## src/rtl/pixel_copy_pkg.sv

```systemverilog
// pixel_copy_pkg: shared state encoding, mode encoding and counter width for the pixel copy engine.
// Latency: n/a (declarations only).
// Backpressure: n/a.
package pixel_copy_pkg;

    typedef enum logic [1:0] {
        ST_IDLE  = 2'd0,
        ST_RUN   = 2'd1,
        ST_DRAIN = 2'd2,
        ST_DONE  = 2'd3
    } state_t;

    localparam logic [1:0] MODE_COPY  = 2'b00;
    localparam logic [1:0] MODE_INV   = 2'b01;
    localparam logic [1:0] MODE_FILL  = 2'b10;
    localparam logic [1:0] MODE_COPY2 = 2'b11;

    // Row/column counters and destination coordinates (10-bit offset plus source extent).
    localparam int XY_W = 16;

endpackage

```

## src/rtl/pixel_copy_delay.sv

```systemverilog
// pixel_copy_delay: DEPTH-stage delay line for the per-pixel valid bit, destination address and clip flag.
// Latency: exactly DEPTH cycles from i_* to o_*.
// Backpressure: none; i_flush empties every stage on the next edge.
module pixel_copy_delay #(
    parameter int ADDR_W = 19,
    parameter int DEPTH  = 1
) (
    input  logic              clk,
    input  logic              reset,
    input  logic              i_flush,
    input  logic              i_vld,
    input  logic [ADDR_W-1:0] i_addr,
    input  logic              i_clip,
    output logic              o_vld,
    output logic [ADDR_W-1:0] o_addr,
    output logic              o_clip
);

    logic [DEPTH-1:0]  r_vld;
    logic [DEPTH-1:0]  r_clip;
    logic [ADDR_W-1:0] r_addr [DEPTH];

    // Shift the issued pixel tag one stage per cycle; flush or reset empties the line.
    always_ff @(posedge clk or negedge reset) begin
        if (!reset) begin
            r_vld  <= '0;
            r_clip <= '0;
            for (int i = 0; i < DEPTH; i++) r_addr[i] <= '0;
        end else if (i_flush) begin
            r_vld  <= '0;
            r_clip <= '0;
            for (int i = 0; i < DEPTH; i++) r_addr[i] <= '0;
        end else begin
            r_vld[0]  <= i_vld;
            r_clip[0] <= i_clip;
            r_addr[0] <= i_addr;
            for (int i = 1; i < DEPTH; i++) begin
                r_vld[i]  <= r_vld[i-1];
                r_clip[i] <= r_clip[i-1];
                r_addr[i] <= r_addr[i-1];
            end
        end
    end

    assign o_vld  = r_vld[DEPTH-1];
    assign o_clip = r_clip[DEPTH-1];
    assign o_addr = r_addr[DEPTH-1];

endmodule

```

## src/rtl/pixel_copy_engine.sv

```systemverilog
// pixel_copy_engine: blits a SRC_W x SRC_H image into a DST_W x DST_H frame at (dst_x,dst_y); copy/invert/fill with clipping. Fill needs PIXEL_COPY_FILL_EN.
// Latency: one pixel per cycle; start -> done is SRC_W*SRC_H + RD_LAT + 1 cycles; writes trail reads by RD_LAT.
// Backpressure: none; source answers in fixed RD_LAT cycles, destination takes every write; abort flushes immediately.
module pixel_copy_engine #(
    parameter int DATA_W = 8,
    parameter int ADDR_W = 19,
    parameter int SRC_W  = 160,
    parameter int SRC_H  = 120,
    parameter int DST_W  = 640,
    parameter int DST_H  = 480,
    parameter int RD_LAT = 1
) (
    input  logic              clk,
    input  logic              reset,
    input  logic              start,
    input  logic              abort,
    input  logic [1:0]        mode,
    input  logic [9:0]        dst_x,
    input  logic [9:0]        dst_y,
    input  logic [DATA_W-1:0] fill_value,
    output logic [ADDR_W-1:0] src_addr,
    input  logic [DATA_W-1:0] src_data,
    output logic [ADDR_W-1:0] dst_addr,
    output logic [DATA_W-1:0] dst_data,
    output logic              dst_wren,
    output logic              busy,
    output logic              done
);
    import pixel_copy_pkg::*;

    localparam logic [XY_W-1:0] COL_LAST = XY_W'(SRC_W - 1);
    localparam logic [XY_W-1:0] ROW_LAST = XY_W'(SRC_H - 1);

    state_t            r_state, w_next;
    logic              w_start, w_issue, w_flush, w_last, w_clip, w_busy, w_done;
    logic [ADDR_W-1:0] r_src_addr, r_row_base, w_issue_addr;
    logic [XY_W-1:0]   r_row, r_col, r_dcol, r_drow, r_dst_x;
    logic [1:0]        r_mode;
    logic [2:0]        r_drain;
    logic              w_dly_vld, w_dly_clip;
    logic [ADDR_W-1:0] w_dly_addr;
    logic [DATA_W-1:0] w_pix;

    assign w_start      = (r_state == ST_IDLE) && start && !abort;
    assign w_last       = (r_row == ROW_LAST) && (r_col == COL_LAST);
    assign w_issue_addr = r_row_base + ADDR_W'(r_dcol);
    assign w_clip       = (r_dcol >= XY_W'(DST_W)) || (r_drow >= XY_W'(DST_H));

    // State register.
    always_ff @(posedge clk or negedge reset) begin
        if (!reset) r_state <= ST_IDLE;
        else        r_state <= w_next;
    end

    // Next-state, issue/flush strobes and status outputs.
    always_comb begin
        w_next  = r_state;
        w_issue = 1'b0;
        w_flush = 1'b0;
        w_busy  = (r_state != ST_IDLE);
        w_done  = (r_state == ST_DONE);
        case (r_state)
            ST_IDLE: if (w_start) w_next = ST_RUN;
            ST_RUN: begin
                if (abort) begin
                    w_flush = 1'b1;
                    w_next  = ST_IDLE;
                end else begin
                    w_issue = 1'b1;
                    if (w_last) w_next = ST_DRAIN;
                end
            end
            ST_DRAIN: begin
                if (abort) begin
                    w_flush = 1'b1;
                    w_next  = ST_IDLE;
                end else if (r_drain == 3'(RD_LAT - 1)) begin
                    w_next = ST_DONE;
                end
            end
            ST_DONE: w_next = ST_IDLE;
            default: w_next = ST_IDLE;
        endcase
    end

    // Raster counters: source address, row-base accumulator and destination coordinates advance per issued pixel.
    always_ff @(posedge clk or negedge reset) begin
        if (!reset) begin
            r_mode     <= MODE_COPY;
            r_dst_x    <= '0;
            r_row      <= '0;
            r_col      <= '0;
            r_dcol     <= '0;
            r_drow     <= '0;
            r_row_base <= '0;
            r_src_addr <= '0;
            r_drain    <= '0;
        end else if (w_start) begin
            r_mode     <= mode;
            r_dst_x    <= XY_W'(dst_x);
            r_row      <= '0;
            r_col      <= '0;
            r_dcol     <= XY_W'(dst_x);
            r_drow     <= XY_W'(dst_y);
            r_row_base <= ADDR_W'(dst_y) * ADDR_W'(DST_W);
            r_src_addr <= '0;
            r_drain    <= '0;
        end else if (w_issue) begin
            if (!w_last) r_src_addr <= r_src_addr + ADDR_W'(1);
            if (r_col == COL_LAST) begin
                r_col      <= '0;
                r_row      <= r_row + XY_W'(1);
                r_dcol     <= r_dst_x;
                r_drow     <= r_drow + XY_W'(1);
                r_row_base <= r_row_base + ADDR_W'(DST_W);
            end else begin
                r_col  <= r_col + XY_W'(1);
                r_dcol <= r_dcol + XY_W'(1);
            end
        end else if (r_state == ST_DRAIN) begin
            r_drain <= r_drain + 3'd1;
        end
    end

`ifdef PIXEL_COPY_FILL_EN
    logic [DATA_W-1:0] r_fill;

    // Fill pixel is captured with the rest of the job parameters.
    always_ff @(posedge clk or negedge reset) begin
        if (!reset)       r_fill <= '0;
        else if (w_start) r_fill <= fill_value;
    end
`else
    logic w_unused_fill;
    assign w_unused_fill = ^fill_value;
`endif

    // Pixel transform applied to the returning source word.
    always_comb begin
        w_pix = src_data;
        case (r_mode)
            MODE_INV:  w_pix = ~src_data;
`ifdef PIXEL_COPY_FILL_EN
            MODE_FILL: w_pix = r_fill;
`endif
            default:   w_pix = src_data;
        endcase
    end

    pixel_copy_delay #(
        .ADDR_W (ADDR_W),
        .DEPTH  (RD_LAT)
    ) u_delay (
        .clk     (clk),
        .reset   (reset),
        .i_flush (w_flush),
        .i_vld   (w_issue),
        .i_addr  (w_issue_addr),
        .i_clip  (w_clip),
        .o_vld   (w_dly_vld),
        .o_addr  (w_dly_addr),
        .o_clip  (w_dly_clip)
    );

    assign src_addr = r_src_addr;
    assign dst_addr = w_dly_addr;
    assign dst_wren = w_dly_vld & ~w_dly_clip;
    assign dst_data = w_dly_vld ? w_pix : '0;
    assign busy     = w_busy;
    assign done     = w_done;

endmodule

```

## config.mk

```make
export PLATFORM = sky130hd
export DESIGN_NAME = pixel_copy_engine
export DESIGN_NICKNAME = d
export VERILOG_FILES = /design/src/rtl/pixel_copy_pkg.sv /design/src/rtl/pixel_copy_delay.sv /design/src/rtl/pixel_copy_engine.sv
export SDC_FILE = /design/constraint.sdc
export NUM_CORES = 1
export LEC_CHECK = 0
export ABC_AREA = 1
export CAP_MARGIN = 15
export CORE_MARGIN = 1
export CORE_UTILIZATION = 25
export CTS_CLUSTER_SIZE = 40
export DETAILED_ROUTE_END_ITERATION = 8
export GPL_ROUTABILITY_DRIVEN = 0
export SLEW_MARGIN = 25
export SYNTH_ARGS = -nofsm -noshare
export SYNTH_HDL_FRONTEND = slang
export SYNTH_SLANG_ARGS = --single-unit
```

## constraint.sdc

```tcl
create_clock -name clk -period 2.25 [get_ports clk]
set_input_delay 0.45 -clock clk [delete_from_list [all_inputs] [get_ports clk]]
set_output_delay 0.45 -clock clk [all_outputs]
set_load 0.03 [all_outputs]
```

==> impl_results.md, run 1 <==
- Clock sink total: 133
- WP buf/inv: 1
- CTS tree: done
- Min Tclk post-route: 2.12 ns
- Finished Core Util: 0.318
- Routed vias/inst: 4.50
- Die X: 191 um
- Worst-Skew Late Latency: 0.43 ns
- Largest area contributor in the netlist: dfrtp_1
- Tightest Hold Check Type: reg -> reg
- EDFF count, synth: 0
- Crit path launch type: flip-flop
- Top-count cell post-synth: nand2_1
- Initial Util: 0.257
- Final hold vios: 0
- Final hold slack: 0.469 ns
- R2R Path End: src_addr[14]
- Register area: 3330 um2
- Pre-CTS setup slack: -0.423 ns
- FFs w/ async S/R, synth: 1.00
- Distinct cells, synth: 43
- Seq/Total Area, Yosys: 0.372
- Post-CTS setup repair buffer count: 0
- CP max-delay cell: clkdlybuf4s50_1
- Crit-path cells: ha_1, clkdlybuf4s50_1
- CP Max Fanout: 4
- Slew HR: 0.658
- GRT Resource Usage Total: 0.136
- Final antenna-violating net count: 0
- # rows: 68
- RSZ-0062 raised after global routing: no
- Final Total Pwr: 0.0113 W
- Flops & latches, synth: 133
- Crit-path max cell delay: 0.67 ns
- Least-Margin Pin Slew: 0.508 ns
- Post-synthesis net count: 1389
- Hold path startpoint: r_dst_x[6]
- Critical Path RT: 1.80 ns
- CTS H-tree lvls: 4
- WHS Endpoint: r_dst_x[6]
- VDD IR max: 538 uV
- Vias: 8460
- First-pass GRT wire length: 39900 um
- Core ar.: 34900 um2
- Cell count after synthesis: 1305
- WL/cell: 12.8 um
- Syn-to-layout area delta: 23.9%
- Clock skew: 0.00849 ns
- Max Freq: 472 MHz
- Placed insts: 1846
- Pins Over Slew Limit: 0
- R2R Setup Slk: 0.27 ns
- P per Cell Area: 1020 nW/um2
- Antenna violations before repair: 0
- Pin count of the biggest net entering global routing: 49
- Post-synth top cells: nand2_1 (418), nor2_1 (145), inv_1 (137), dfrtp_1 (133), nand3_1 (122)
- Nets: 1495
- # port buffers: 82
- Detail Placement HPWL: 17900 um
- WP depth: 2
- Clk buf depth: 2
- Yosys top cell area share: 0.372
- Maxcap violations: 0
- Root Driver: clkbuf_16
- Critical Path AT: 1.67 ns
- DRC: 0
- Worst hold path depth: 2
- Share of cells above drive strength 1: 0.0794
- Vias in the first global route: 7965
- Crit. End Element: output pin
- Synth Warn #: 0
- Delay-heaviest family, CP: buffers and inverters
- IO Count: 91
- Post-route insts no fill: 1879
- Fraction of the cycle the final worst path needs: 0.941
- Syn avg cell area: 6.86 um2
- Iter 0 DRT Violations: 492
- Routed WL: 24100 um
- Drt pass-1 iters: 5
- Die Area: 36600 um2
- Worst setup margin: 0.133 ns
- Register-to-Register Path Depth: 10
- Die H: 191 um
- CTS Buf Count: 17
- Antenna cells: 0
- R2R Path Start: r_col[1]
- WS Path Type: reg -> out
- Final setup vio count: 0
- Gr ovfl total: 0
- Synthesized area: 8960 um2
- Fill cells: 3750
- Status: finished clean
- Post-synth top flop: dfrtp_1
- Synth top area cells: dfrtp_1 (37%), nand2_1 (18%), nand3_1 (6.8%)
- Area taken by multi-input logic gates: 4880 um2
- Clock slew at reported path FFs: 0.06 ns
- Leakage power: 5.34 nW
==> routing by layer <==
layer | up-vias | track usage | routed length, um
met4 | 0 | 0.0388 | 329
met2 | 135 | 0.223 | 11200
met1 | 3894 | 0.182 | 11800
met3 | 22 | 0.0220 | 771
met5 | - | 0 | 0
li1 | 4409 | - | -
==> final cells by class <==
class,instances,area share
Clock buffer,25,0.0455
Clock inverter,7,0.0106
Inverter,142,0.0485
Multi-Input combinational cell,995,0.440
Sequential cell,133,0.300
Tap cell,455,0.0513
Timing Repair Buffer,122,0.105
==> layout by cell type (no fill, tap or decap), types with 2 or more instances in the layout <==
| cell type | n |
|---|---|
| nor3_2 | 2 |
| clkbuf_8 | 5 |
| bufinv_16 | 3 |
| and2_1 | 4 |
| dlymetal6s2s_1 | 2 |
| clkbuf_16 | 17 |
| o21ai_1 | 32 |
| nand2_1 | 418 |
| clkbuf_1 | 3 |
| clkinv_2 | 2 |
| clkdlybuf4s50_1 | 70 |
| o21bai_1 | 2 |
| ha_1 | 41 |
| inv_1 | 137 |
| dfrtp_1 | 133 |
| nor2_1 | 144 |
| buf_4 | 42 |
| a31oi_1 | 2 |
| nand4_1 | 19 |
| dlygate4sd2_1 | 2 |
| nand2_2 | 4 |
| o21ai_2 | 8 |
| buf_12 | 4 |
| nand3_1 | 122 |
| clkinv_4 | 2 |
| nor2_2 | 5 |
| or2_2 | 8 |
| inv_2 | 3 |
| xor2_1 | 26 |
| o211ai_1 | 4 |
| nor4_1 | 4 |
| xnor2_1 | 6 |
| nand3b_1 | 2 |
| nand2_4 | 3 |
| o21ai_0 | 61 |
| a21oi_1 | 46 |
| nor3_1 | 22 |
==> registers in the layout, summed over array words and instances (netlist names) <==
signal and cells:
r_dcol 16, r_state 2, r_mode 2, r_row 16
r_col 16, r_dst_x 10, r_drain 3, r_row_base 12
r_drow 16, u_delay.o_clip 1, src_addr 19, u_delay.o_vld 1
u_delay.o_addr 19
==> through the flow <==
stage	cell area [um2]	setup TNS, ns
global route	11100	0
global placement	10500	-2.25
CTS	11100	0
finish	11100	0
floorplan	8960	0
detailed placement	10500	-2.37
==> how the worst max path moves through the flow <==
stage,startpoint,to
floorplan,dst_y[1],r_row_base[12]
global placement,dst_y[1],r_row_base[18]
detailed placement,dst_y[1],r_row_base[18]
CTS,r_mode[1],dst_data[4]
global route,dst_y[3],r_row_base[18]
finish,r_state[0],done
==> what timing repair did <==
| action | 4_1_cts | 5_1_grt |
|---|---|---|
| pin swaps | 0 | 1 |
| hold buffers | 1 | 0 |
| gates resized for setup | 2 | 4 |
| hold endpoints to repair | 44 | 0 |
| setup endpoints to repair | 2 | 12 |
==> power by group <==
part	internal (W)	total (W)	leakage (nW)	switching, W
clock network	0.00189	0.00295	0.307	0.00106
registers	0.00306	0.00370	1.74	0.000641
logic	0.00172	0.00462	3.29	0.00290
==> worst min-delay path, stage by stage (launching register included) <==
cell and delay (ns):
dfrtp_1 0.32, nand2_1 0.06, nand2_1 0.06
==> logic make-up (layout without fill, tap and decap cells) <==
kind of cell,count (synthesis),in the layout,share of synthesized area
flip-flops,133,133,0.372
other,1,1,0.000419
AND/OR/NAND/NOR,760,760,0.357
XOR/XNOR,32,32,0.0313
adder cells (fa/ha/maj),42,42,0.0595
AO/OA/AOI/OAI,160,160,0.0961
buffers and inverters,177,296,0.0839
Note: power is estimated with default switching activity, not from simulation.
==> run 2: changes to the inputs <==
--- a/config.mk
+++ b/config.mk
@@ -8,7 +8,7 @@
 export ABC_AREA = 1
 export CAP_MARGIN = 15
 export CORE_MARGIN = 1
-export CORE_UTILIZATION = 25
+export CORE_UTILIZATION = 30
 export CTS_CLUSTER_SIZE = 40
 export DETAILED_ROUTE_END_ITERATION = 8
 export GPL_ROUTABILITY_DRIVEN = 0
==> run 2 against run 1 <==
Compared with the run above: final cell count decreased by 3.8%; wire length decreased by 2.4%; count of clock-buffer cells in the layout decreased by 7; design area decreased by 0.94%; sequential power about the same; first-iteration DRC count increased by 6.9%; non-clock buffer count unchanged; clock skew about the same; sequential share of layout area increased by 0.28 points; worst hold slack improved by 0.0030 ns; die area decreased by 16%; flip-flop and latch count unchanged.
==> impl_results.md, run 2 (same netlist as run 1, synthesis figures left out) <==
- Status: finished clean
- GRT Resource Usage Total: 0.157 (+0.0214)
- First-pass GRT wire length: 39400 um (-1.4%)
- Vias in the first global route: 8098 (+1.7%)
- Clk buf depth: 2 (unchanged)
- Int Power: 0.00653 W (-2.1%)
- Routed vias/inst: 4.74 (+5.4%)
- Pre-CTS setup slack: -0.406 ns (+0.0164 ns)
- Crit path launch type: flip-flop
- WP buf/inv: 1 (unchanged)
- Iter 0 DRT Violations: 526 (+6.9%)
- Die X: 175 um (-8.6%)
- Die H: 175 um (-8.6%)
- Commonest non-fill, non-tap cell in the layout: nand2_1
- Crit-path cells: ha_1, clkdlybuf4s50_1
- Vias: 8578 (+1.4%)
- P per Cell Area: 1020 nW/um2 (+0.43%)
- Clock slew at reported path FFs: 0.06 ns (about the same)
- Worst-Skew Late Latency: 0.43 ns (about the same)
- Die Area: 30600 um2 (-16%)
- CTS H-tree lvls: 4 (unchanged)
- Max Freq: 471 MHz (-0.33%)
- # rows: 62 (-8.8%)
- Final antenna-violating net count: 0 (unchanged)
- CP max-delay cell: clkdlybuf4s50_1
- Crit-path max cell delay: 0.67 ns (about the same)
- WL/cell: 13.0 um (+1.4%)
- Detail Placement HPWL: 17600 um (-2.0%)
- Area taken by multi-input logic gates: 4880 um2 (about the same)
- Setup Total Neg Slack: 0 ns (unchanged)
- Clock skew: 0.00813 ns (-0.000365 ns)
- R2R Path Start: r_state[0]
- Most frequent cells in the layout: nand2_1 (418), nor2_1 (144), inv_1 (136)
- WS Path Type: reg -> out
- Crit path from: r_state[1]
- Core ar.: 29000 um2 (-17%)
- Leakage power: 5.32 nW (-0.34%)
- Drt pass-1 iters: 5 (unchanged)
- Share of cells above drive strength 1: 0.0815 (+0.00211)
- # port buffers: 82 (unchanged)
- Maxcap violations: 0 (unchanged)
- Seq pwr share: 0.329 (about the same)
- Fraction of the cycle the final worst path needs: 0.944 (+0.00313)
- Pins Over Slew Limit: 0 (unchanged)
- Delay-heaviest family, CP: buffers and inverters
- Fill cells: 3070 (-18%)
- CP Max Fanout: 4 (unchanged)
- Worst setup margin: 0.126 ns (-0.00703 ns)
- VDD IR max: 594 uV (+10%)
- Critical Path AT: 1.67 ns (about the same)
- Nets: 1495 (unchanged)
- Root Driver: clkbuf_16
- Hold path startpoint: r_dst_x[6]
- Initial Util: 0.309 (+0.0520)
- Gr ovfl total: 0 (unchanged)
- IO Count: 91 (unchanged)
- Sw Share: 0.418 (+0.00937)
- Min Tclk post-route: 2.12 ns (+0.00703 ns)
- Antenna violations before repair: 0 (unchanged)
- Antenna cells: 0 (unchanged)
- CTS tree: done
- Clock network power share: 0.258 (-0.004)
- Syn-to-layout area delta: 22.7%
- CTS Buf Count: 17 (unchanged)
- RSZ-0062 raised after global routing: no
- Final hold vios: 0 (unchanged)
- Combinational Power Share: 0.412 (+0.002)
- Pin count of the biggest net entering global routing: 50 (+2.0%)
- Crit. End Element: output pin
- Psw: 0.00469 W (+1.8%)
- Post-CTS setup repair buffer count: 0 (unchanged)
- Critical Path RT: 1.80 ns (about the same)
- Final setup vio count: 0 (unchanged)
- R2R Setup Slk: 0.25 ns (-0.02 ns)
- Routed WL: 23500 um (-2.4%)
- Register area: 3330 um2 (unchanged)
- DRC: 0 (unchanged)
- Tightest Hold Check Type: reg -> reg
- Clock sink total: 133 (unchanged)
-- run 2: cell types whose count changed in the layout (fill, tap and decap cells not counted), sizes merged --
| cell | delta |
|---|---|
| clkbuf | -7 |
| buf | -1 |
| dlygate4sd2 | +1 |
| inv | +3 |
| clkinvlp | +4 |
-- run 2: final timing paths --
| kind | to | cells past startpoint |
|---|---|---|
| max in group asynchronous | u_delay.o_addr[18] | 3 |
| max reg2reg | r_drow[1] | 9 |
| min reg2reg | r_dst_x[6] | 2 |
| min | r_dst_x[6] | 2 |
| max | done | 2 |
| min in group asynchronous | src_addr[15] | 2 |
-- run 2: timing repair --
action                     4_1_cts  5_1_grt
resized for setup                4        4
setup endpoints to repair        4       12
gates cloned                     0        0
hold endpoints to repair        44        0
hold buffers                     1        0
-- run 2: power by group through the flow --
stage	clock [W]	combinational (W)	sequential, W
2_1_floorplan	0	0.00290	0.00386
3_3_place_gp	0	0.00458	0.00372
6_report	0.00290	0.00463	0.00370
4_1_cts	0.00297	0.00465	0.00369
3_5_place_dp	0	0.00463	0.00373
5_1_grt	0.00305	0.00520	0.00381
-- run 2: worst register-to-register path: stages, from the launching register on --
cell and delay (ns):
dfrtp_1 0.41, inv_1 0.12, ha_1 0.19, nand3_2 0.14, buf_4 0.25, nand2_4 0.11, nand2_4 0.10, inv_4 0.38
nand3_1 0.14, nand3_1 0.10
-- run 2: area by class of cell --
class,instances,share of cell area
multi-input cells,995,0.444
well taps,384,0.0437
clock buffers,18,0.0390
inverters,142,0.0487
clock inverters,14,0.0162
repair buffers,122,0.106
flip-flops and latches,133,0.303
-- run 2: through the flow --
stage | instance area, um2 | hold WS [ns] | utilization | power, W | std cells
after CTS | 11000 | 0.476 | 0.379 | 0.0113 | 1808
after global routing | 11000 | 0.495 | 0.379 | 0.0121 | 1808
after detailed placement | 10400 | 0.421 | 0.357 | 0.00835 | 1775
after floorplan | 8960 | 0.154 | - | 0.00676 | 1305
after global placement | 10400 | 0.420 | 0.357 | 0.00830 | 1775
final | 11000 | 0.472 | 0.379 | 0.0112 | 1808
-- run 2: routing by layer --
layer / wire (um) / part of all wire / global-route usage / vias to the layer above
li1: - / - / - / 4409
met1: 11700 / 0.50 / 0.215 / 3967
met4: 286 / 0.012 / 0.0457 / 0
met3: 907 / 0.039 / 0.0268 / 23
met5: 0 / 0 / 0 / -
met2: 10700 / 0.45 / 0.253 / 179
==> run 3: changes to the inputs <==
--- a/config.mk
+++ b/config.mk
@@ -7,12 +7,13 @@
 export LEC_CHECK = 0
 export ABC_AREA = 1
 export CAP_MARGIN = 15
-export CORE_MARGIN = 1
 export CORE_UTILIZATION = 30
 export CTS_CLUSTER_SIZE = 40
 export DETAILED_ROUTE_END_ITERATION = 8
 export GPL_ROUTABILITY_DRIVEN = 0
+export MAX_ROUTING_LAYER = met4
 export SLEW_MARGIN = 25
 export SYNTH_ARGS = -nofsm -noshare
 export SYNTH_HDL_FRONTEND = slang
+export SYNTH_HIERARCHICAL = 1
 export SYNTH_SLANG_ARGS = --single-unit
==> run 3 against run 2 <==
Compared with the run above: wire length fell by 6.2%; clock power fell by 6%; critical endpoint is now r_row_base[14]; critical path type is now in -> reg; via count fell by 4.2%; highest routed layer unchanged; critical path depth rose by 8; die area fell by 1.5%; design area fell by 1.3%; fmax fell by 0.29%; final cell count fell by 1.3%; synthesized cell count fell by 1.4%.
==> impl_results.md, run 3 <==
- Status: finished clean
- Crit-path max cell delay: 0.43 ns (-0.24 ns)
- Worst setup margin: 0.120 ns (-0.00628 ns)
- Final hold slack: 0.476 ns (+0.00390 ns)
- Die X: 173 um (-0.77%)
- Max Freq: 469 MHz (-0.29%)
- # port buffers: 82 (unchanged)
- Drt pass-1 iters: 5 (unchanged)
- Largest area contributor in the netlist: dfrtp_1
- Worst-Skew Late Latency: 0.43 ns (about the same)
- Crit path launch type: input pin
- Vias: 8217 (-4.2%)
- Crit-path cells: clkdlybuf4s50_1, ha_1, ha_1, fa_1, nand3_1, nand2_1, o21ai_0, nand2_1, nand2_1, o21ai_0
- Routed WL: 22000 um (-6.2%)
- Least-Margin Pin Slew: 0.523 ns
- EDFF count, synth: 0 (unchanged)
- Share of cells above drive strength 1: 0.0743 (-0.00717)
- Slew HR: 0.648
- Nets: 1470 (-1.7%)
- IO Count: 91 (unchanged)
- Post-synth top flop: dfrtp_1
- Tightest Hold Check Type: reg -> reg
- Placed cell areas: 10300 um2 (-1.0%)
- Critical Path AT: 2.42 ns (+0.75 ns)
- Seq/Total Area, Yosys: 0.377 (+0.00585)
- Fill cells: 3020 (-1.6%)
- # rows: 62 (unchanged)
- Register-to-Register Path Depth: 8 (-1)
- Clock slew at reported path FFs: 0.07 ns (about the same)
- WP buf/inv: 1 (unchanged)
- Die H: 173 um (-0.77%)
- Yosys top cell area share: 0.377 (+0.00585)
- Delay-heaviest family, CP: adder cells
- WL/cell: 12.4 um (-4.9%)
- Die Area: 30100 um2 (-1.5%)
- Post-CTS setup repair buffer count: 0 (unchanged)
- Cell count after synthesis: 1287 (-1.4%)
- GRT Resource Usage Total: 0.158 (+0.000355)
- VDD IR max: 600 uV (+0.99%)
- FFs w/ async S/R, synth: 1.00 (unchanged)
- WS Path Type: in -> reg
- Synth Warn #: 6 (+6)
- Most frequent cell on the critical path: nand2_1
- Distinct cells, synth: 36 (-16%)
- Post-synth top cells: nand2_1 (402), inv_1 (152), nor2_1 (139), dfrtp_1 (133), nand3_1 (117)
- Fraction of the cycle the final worst path needs: 0.947 (+0.00279)
- WP depth: 10 (+8)
- Hold path startpoint: r_dst_x[5]
- Post-route cell area: 10800 um2 (-1.3%)
- P per Cell Area: 1050 nW/um2 (+3.3%)
- CTS Buf Count: 17 (unchanged)
- CTS tree: done
- Post-synthesis net count: 1370 (-1.4%)
- Synthesized area: 8820 um2 (-1.6%)
- Top-count cell post-synth: nand2_1
- Vias in the first global route: 7828 (-3.3%)
- Core ar.: 28800 um2 (-0.80%)
- R2R Path Start: r_col[0]
- Pin count of the biggest net entering global routing: 51 (+2.0%)
- Detail Placement HPWL: 15800 um (-10%)
- First-pass GRT wire length: 38000 um (-3.4%)
- Commonest non-fill, non-tap cell in the layout: nand2_1
- Flops & latches, synth: 133 (unchanged)
- Final antenna-violating net count: 0 (unchanged)
- Final hold vios: 0 (unchanged)
- Crit. End Element: flip-flop
- Root Driver: clkbuf_16
- Iter 0 DRT Violations: 445 (-15%)
- R2R Path End: r_drow[5]
- CTS H-tree lvls: 4 (unchanged)
- Maxcap violations: 0 (unchanged)
- Min Tclk post-route: 2.13 ns (+0.00628 ns)
- Worst hold path depth: 2 (unchanged)
- RSZ-0062 raised after global routing: no
- Antenna violations before repair: 0 (unchanged)
- Synth top area cells: dfrtp_1 (38%), nand2_1 (17%), nand3_1 (6.6%)
- Clock skew: 0.0126 ns (+0.00443 ns)
- Pre-CTS setup slack: -0.318 ns (+0.0890 ns)
- CP max-delay cell: clkdlybuf4s50_1
- Final setup vio count: 0 (unchanged)
- Leakage power: 5.33 nW (+0.20%)
- Initial Util: 0.306 (-0.00233)
- CP Max Fanout: 4 (unchanged)
- Pins Over Slew Limit: 0 (unchanged)
- Syn-to-layout area delta: 23.0%
- WHS Endpoint: r_dst_x[5]
- Critical Path RT: 2.54 ns (+0.74 ns)
- Syn avg cell area: 6.85 um2 (-0.17%)
- Clk buf depth: 2 (unchanged)
- Antenna cells: 0 (unchanged)
- Placed insts: 1751 (-1.4%)
- DRC: 0 (unchanged)
- Post-route insts no fill: 1784 (-1.3%)
- Final Total Pwr: 0.0114 W (+1.9%)
- Routed vias/inst: 4.61 (-2.9%)
- R2R Setup Slk: 0.22 ns (-0.03 ns)
- Most frequent cells in the layout: nand2_1 (402), inv_1 (151), nor2_1 (139)
- Clock sink total: 133 (unchanged)
- Gr ovfl total: 0 (unchanged)
-- run 3: cell count changes after synthesis, moves of 7 or more --
cell      previous run  this run
inv_1              137       152
nand2_1            418       402
clkbuf_1            11        18
o21ai_1             32         3
o21ai_2              8         0
o21ai_0             61       101
-- run 3: per-layer routing --
| layer | vias to the layer above | global-route usage | wire length, um |
|---|---|---|---|
| met5 | - | - | 0 |
| met1 | 3760 | 0.202 | 10800 |
| met4 | 0 | 0.0361 | 189 |
| met3 | 15 | 0.0257 | 787 |
| li1 | 4287 | - | - |
| met2 | 155 | 0.259 | 10300 |
-- run 3: cell type report --
type	instances	area (um2)	share of cell area
Clock buffer	18	429	0.0396
Clock inverter	14	143	0.0131
Inverter	158	596	0.0549
Multi-Input combinational cell	955	4680	0.431
Sequential cell	133	3330	0.307
Tap cell	384	480	0.0443
Timing Repair Buffer	122	1190	0.110
-- run 3: metrics by stage --
step | utilization | TNS (ns)
after floorplan | - | 0
after global placement | 0.357 | -1.47
after detailed placement | 0.357 | -1.70
after CTS | 0.377 | 0
after global routing | 0.377 | 0
final | 0.377 | 0
-- run 3: report_power, final --
group          switching [W]  total, W  internal, W
logic                0.00303   0.00489      0.00186
clock network        0.00118   0.00273      0.00155
registers           0.000689   0.00381      0.00312
total                0.00490    0.0114      0.00653
-- run 3: how the worst max path moves through the flow --
stage | start | slack [ns] | end
3_3_place_gp | dst_y[3] | -0.25 | r_row_base[16]
2_1_floorplan | dst_y[1] | 0.31 | r_row_base[16]
4_1_cts | u_delay/o_vld | 0.04 | dst_wren
3_5_place_dp | dst_y[3] | -0.32 | r_row_base[14]
6_report | dst_y[1] | 0.12 | r_row_base[14]
5_1_grt | dst_y[1] | 0.006 | r_row_base[14]
-- run 3: cell families (layout without fill, tap and decap cells) --
logic type,Yosys count,in the layout,synth area share
fa+ha+maj,41,41,0.0590
simple gates,721,721,0.343
xor+xnor,36,36,0.0358
compound gates,157,157,0.0921
buf+inv,199,312,0.0926
flops,133,133,0.377
-- run 3: what timing repair did --
action,CTS,global route
hold endpoints to repair,46,0
endpoints found under the setup margin,1,4
gates resized for setup,1,2
hold buffers,1,0
-- run 3: worst register-to-register path, stage by stage, from the launching register on --
cell,delay [ns]
dfrtp_1,0.38
ha_1,0.28
nand3_1,0.15
nor2_1,0.15
nand2_2,0.09
nand2_4,0.14
nand2_4,0.10
inv_4,0.40
o21ai_0,0.20
